$ cat config.mk
export PLATFORM = sky130hd
export DESIGN_NAME = mac
export DESIGN_NICKNAME = d
export VERILOG_FILES = /design/src/rtl/mac_pkg.sv /design/src/rtl/mac_datapath.sv /design/src/rtl/mac.sv
export SDC_FILE = /design/constraint.sdc
export NUM_CORES = 2
export LEC_CHECK = 0
export BUFFER_PORTS_ARGS = -buffer_cell sky130_fd_sc_hd__buf_2
export CAP_MARGIN = 10
export CELL_PAD_IN_SITES_DETAIL_PLACEMENT = 0
export CELL_PAD_IN_SITES_GLOBAL_PLACEMENT = 1
export CORE_ASPECT_RATIO = 1.75
export CORE_MARGIN = 3
export CORE_UTILIZATION = 51
export CTS_CLUSTER_SIZE = 25
export DETAILED_ROUTE_END_ITERATION = 10
export PLACE_DENSITY_LB_ADDON = 0.25
export SYNTH_ARGS = -nofsm -noshare
export SYNTH_HDL_FRONTEND = slang
export SYNTH_SLANG_ARGS = --single-unit
$ cat constraint.sdc
create_clock -name clk -period 9.4 [get_ports clk]
set_clock_uncertainty 0.1 [all_clocks]
set_input_delay 1.41 -clock clk [delete_from_list [all_inputs] [get_ports clk]]
set_output_delay 1.41 -clock clk [all_outputs]
set_load 0.03 [all_outputs]
$ cat src/rtl/mac_pkg.sv
// Shared definitions for the streaming multiply-accumulate engine.
// No logic here: state encoding and default operand width only.
// Imported by the datapath and the top-level controller.
package mac_pkg;

    localparam int MAC_WIDTH = 32;

    typedef enum logic {
        IDLE = 1'b0,
        RUN  = 1'b1
    } state_t;

endpackage

$ cat src/rtl/mac_datapath.sv
// Multiplier, accumulator register and result register of the MAC engine.
// Latency: product lands in the accumulator/result on the edge of the beat.
// No backpressure: every cycle with acc_en high consumes the operands.
module mac_datapath
    import mac_pkg::*;
#(
    parameter int WIDTH = MAC_WIDTH
) (
    input  logic                 clk,
    input  logic                 rst_n,
    input  logic                 clear,
    input  logic                 acc_en,
    input  logic                 last,
    input  logic [WIDTH-1:0]     tdata,
    input  logic [WIDTH-1:0]     weight,
    output logic [2*WIDTH-1:0]   result
);

    logic [2*WIDTH-1:0] r_acc;
    logic [2*WIDTH-1:0] r_result;
    logic [2*WIDTH-1:0] w_prod;
    logic [2*WIDTH-1:0] w_sum;

    // Zero-extend both operands so the product is a full unsigned 2*WIDTH value.
    assign w_prod = {{WIDTH{1'b0}}, tdata} * {{WIDTH{1'b0}}, weight};
    // Running sum wraps naturally at 2*WIDTH bits.
    assign w_sum  = r_acc + w_prod;

    // Accumulator: cleared at stream start, adds one product per consumed beat.
    always_ff @(posedge clk) begin
        if (!rst_n) begin
            r_acc <= '0;
        end else if (clear) begin
            r_acc <= '0;
        end else if (acc_en) begin
            r_acc <= w_sum;
        end
    end

    // Result captures the sum including the final beat and holds until the next one.
    always_ff @(posedge clk) begin
        if (!rst_n) begin
            r_result <= '0;
        end else if (acc_en && last) begin
            r_result <= w_sum;
        end
    end

    assign result = r_result;

endmodule

$ cat src/rtl/mac.sv
// Streaming MAC: start -> accept one (data, weight) beat per clock -> result on tlast.
// Latency: result/done registered on the tlast beat edge; tready one cycle after start.
// No valid/backpressure: every cycle with tready_s high consumes a beat.
module mac
    import mac_pkg::*;
#(
    parameter int WIDTH = MAC_WIDTH
) (
    input  logic                 clk,
    input  logic                 rst_n,
    input  logic                 start,
    input  logic                 tlast_s,
    output logic                 tready_s,
    input  logic [WIDTH-1:0]     tdata_s,
    input  logic [WIDTH-1:0]     weight_s,
    output logic [2*WIDTH-1:0]   result,
    output logic                 done
);

    state_t r_state;
    state_t w_next;
    logic   r_tready;
    logic   r_done;
    logic   w_clear;
    logic   w_acc_en;
    logic   w_last;

    // State register.
    always_ff @(posedge clk) begin
        if (!rst_n) begin
            r_state <= IDLE;
        end else begin
            r_state <= w_next;
        end
    end

    // Next state and datapath controls; tlast_s in IDLE and start in RUN are don't-cares.
    always_comb begin
        w_next   = r_state;
        w_clear  = 1'b0;
        w_acc_en = 1'b0;
        w_last   = 1'b0;
        case (r_state)
            IDLE: begin
                if (start) begin
                    w_clear = 1'b1;
                    w_next  = RUN;
                end
            end
            RUN: begin
                w_acc_en = 1'b1;
                if (tlast_s) begin
                    w_last = 1'b1;
                    w_next = IDLE;
                end
            end
            default: w_next = IDLE;
        endcase
    end

    // Registered handshake outputs: tready follows the next state, done pulses after the last beat.
    always_ff @(posedge clk) begin
        if (!rst_n) begin
            r_tready <= 1'b0;
            r_done   <= 1'b0;
        end else begin
            r_tready <= (w_next == RUN);
            r_done   <= w_last;
        end
    end

    assign tready_s = r_tready;
    assign done     = r_done;

    mac_datapath #(
        .WIDTH (WIDTH)
    ) u_datapath (
        .clk    (clk),
        .rst_n  (rst_n),
        .clear  (w_clear),
        .acc_en (w_acc_en),
        .last   (w_last),
        .tdata  (tdata_s),
        .weight (weight_s),
        .result (result)
    );

endmodule

==> run summary <==
Final setup fails -> 0
Number of top-level pins -> 134
Most used cell, CP -> sky130_fd_sc_hd__fa_1
Largest cells by area after synthesis -> sky130_fd_sc_hd__fa_1 (49%), sky130_fd_sc_hd__inv_1 (10%), sky130_fd_sc_hd__ha_1 (7.8%)
Most frequent cell after synthesis -> sky130_fd_sc_hd__inv_1
Fraction of registers with async set or reset after synthesis -> 0%
Count of flip-flops with a built-in enable after synthesis -> 0
Combined flip-flop and latch cell area -> 0.00260 mm2
Port buffer count -> 133
Unrepaired setup endpoints after global routing -> false
Setup crit end -> u_datapath.result[57]$_SDFFE_PN0P_
Fin area -> 0.0415 mm2
Mapped Cells -> 4281
Die span in y -> 371 um
Hold buffer count at CTS -> 0
Outcome -> finished, final reports clean
Crit-path cells -> buf_2 > nand2_1 > fa_1 > fa_1 > fa_1 > fa_1 > inv_1 > fa_1 > fa_1 > fa_1 > inv_1 > fa_1 > inv_1 > ha_1 > nand4_1 > or3_1 > nor4_1 > o211ai_1 > a21oi_2 > a21oi_2 > nand2b_4 > o21bai_2 > xnor2_1 > o21ai_1
Aggregate global routing overflow -> 0
Placement-stage cell area -> 0.0408 mm2
Initial core utilization -> 51.6%
Count of cells along the worst register-to-register path -> 23
Area of the multi-input gates -> 0.0315 mm2
Global-route wire length before repair -> 179 mm
Post-Route Hold Slack -> 347 ps
Number of antenna violations at the first check in global routing -> 10
Clk slew on worst S/H paths -> 50 ps
Synthesized Nets -> 5551
Area growth syn-to-layout -> 6.62%
Number of remaining DRC errors -> 0
Cell variety after synth -> 70
First DRT Iteration DRCs -> 1441
Sequential element share of the synthesized area -> 6.69%
Vias after detailed routing -> 28600
Worst path slowest cell -> sky130_fd_sc_hd__fa_1
Register-to-register path setup slack -> 1670 ps
TritonCTS clock tree -> done
Count of maximum capacitance violations -> 0
RD Place Congestion -> 0.902
Post-CTS Repair Setup Buffers -> 0
Via density per instance -> 5.36
# rows -> 133
Maximum buffer depth of the clock tree -> 3
Count of nets after finishing -> 5574
Required time at the worst-slack endpoint -> 9650 ps
Maximum level of the CTS H-tree -> 4
Path class of the lowest-slack min-delay path -> reg2reg
Max-slew headroom -> 36.2%
CP Capture Type -> register
Die Footprint -> 0.0798 mm2
Root buf cell -> sky130_fd_sc_hd__clkbuf_16
Critical Setup Path Class -> in2reg
Synth warn -> 0
Via count of the first global-routing pass -> 31800
TNS Setup -> 0 ps
Synthesized area per cell -> 9.09 um2
Period utilization -> 95.0%
Routed wire length -> 112 mm
Hold Vio Cnt, Final -> 0
Count of final max-slew check failures -> 0
Area of the core -> 0.0754 mm2
Reg-to-Reg Start -> u_datapath.r_acc[30]$_SDFFE_PP0P_
Antenna Violating Nets Remaining -> 0
Final Critical Period -> 8930 ps
Post-synthesis cell type with the largest combined area -> sky130_fd_sc_hd__fa_1
Worst setup SP type -> input pin
Clock network latency to the later pin of the worst-skew pair -> 490 ps
Drt wl/cell -> 21.0 um
Worst slew pin tran -> 957 ps
Total global routing track utilization -> 29.2%
Primary flip-flop cell chosen by synthesis mapping -> sky130_fd_sc_hd__dfxtp_1
Fill cell count -> 7128
Area share of the largest cell type after synthesis -> 49.3%
Terminus of the critical flop-to-flop path -> u_datapath.result[57]$_SDFFE_PN0P_
Mapped cell area -> 0.0389 mm2
Largest net degree at the start of global routing -> 66
CP peak stage delay -> 570 ps
Cells on Worst Hold Path -> 2
DRT Pass-1 Iters -> 5
CTS buffer count -> 25
Post-synth top cells -> sky130_fd_sc_hd__inv_1 (1039), sky130_fd_sc_hd__fa_1 (959), sky130_fd_sc_hd__nand2_1 (635), sky130_fd_sc_hd__and2_1 (466), sky130_fd_sc_hd__ha_1 (243)
Seq cells post-synth -> 130
Fraction of layout instances using a drive strength above 1 -> 7.01%
DP Wirelength -> 93.7 mm
HP Start -> u_datapath.r_acc[60]$_SDFFE_PP0P_
Highest attainable clock frequency -> 112 MHz
Critical path origin -> weight_s[9]
TritonCTS sink count -> 130
CTS resizes -> 0
Chip width -> 215 um
Arrival time worst endpoint -> 9180 ps
Worst Path Max Fanout -> 28
## worst min-delay path by stage
| stage | end | slack, ps |
|---|---|---|
| final | u_datapath.r_acc[60]$_SDFFE_PP0P_ | 350 |
| after global routing | u_datapath.r_acc[60]$_SDFFE_PP0P_ | 380 |
| after CTS | u_datapath.r_acc[60]$_SDFFE_PP0P_ | 350 |
| after detailed placement | u_datapath.r_acc[60]$_SDFFE_PP0P_ | 340 |
| after global placement | u_datapath.r_acc[58]$_SDFFE_PP0P_ | 330 |
| after floorplan | u_datapath.r_acc[58]$_SDFFE_PP0P_ | 330 |
## cell type report
class	count	share of cell area, %
multi-input combinational	2865	75.9
clock inverter	1	0.0724
timing repair buffer	242	3.61
clock buffer	31	1.66
inverter	1040	9.41
tap	1012	3.05
antenna	8	0.0482
sequential	130	6.27
## routing by layer
layer	track usage, %	share of wire (%)
met1	34.7	38
met2	54.3	53
met3	2.35	4.1
met4	12.1	4.8
met5	0	0.0098
## through the flow
step	util [%]	cells	worst slack, ps
3_3_place_gp	54.1	5289	127
6_report	55.0	5329	472
5_1_grt	55.0	5322	159
4_1_cts	55.0	5321	525
2_1_floorplan	-	4281	1050
3_5_place_dp	54.1	5289	42.2
## sequential cells by signal (all words and copies together), names as in the netlist
signal             count
u_datapath.r_acc      64
u_datapath.result     64
done                   1
tready_s               1
## kinds of logic after synthesis
group           Yosys count  synth area share, %
fa+ha+maj              1202                 57.1
flops                   130                 6.69
mux                      34                0.874
compound gates          322                 5.87
simple gates           1244                 15.5
buf+inv                1286                 12.5
xor+xnor                 63                 1.42
## placed cells by master (no fill, tap or decap), drive strengths merged, types with 15 or more instances in the layout
master / n
and2: 466
nor2: 74
inv: 1039
a21oi: 68
buf: 242
fa: 959
nand2: 636
nand4: 15
mux2i: 34
o21ai: 61
ha: 243
clkbuf: 31
xor2: 27
a22o: 66
dfxtp: 130
a21o: 40
xnor2: 36
## critical path: cells and delay by family
kind / cells / cell delay, ps
fa+ha+maj: 9 / 4600
xor+xnor: 1 / 180
buf+inv: 4 / 690
simple gates: 5 / 1290
compound gates: 5 / 950
Power is left out: the tool's default activity adds up to more than one toggle a clock period on the data nets, which glitch-free logic cannot reach.
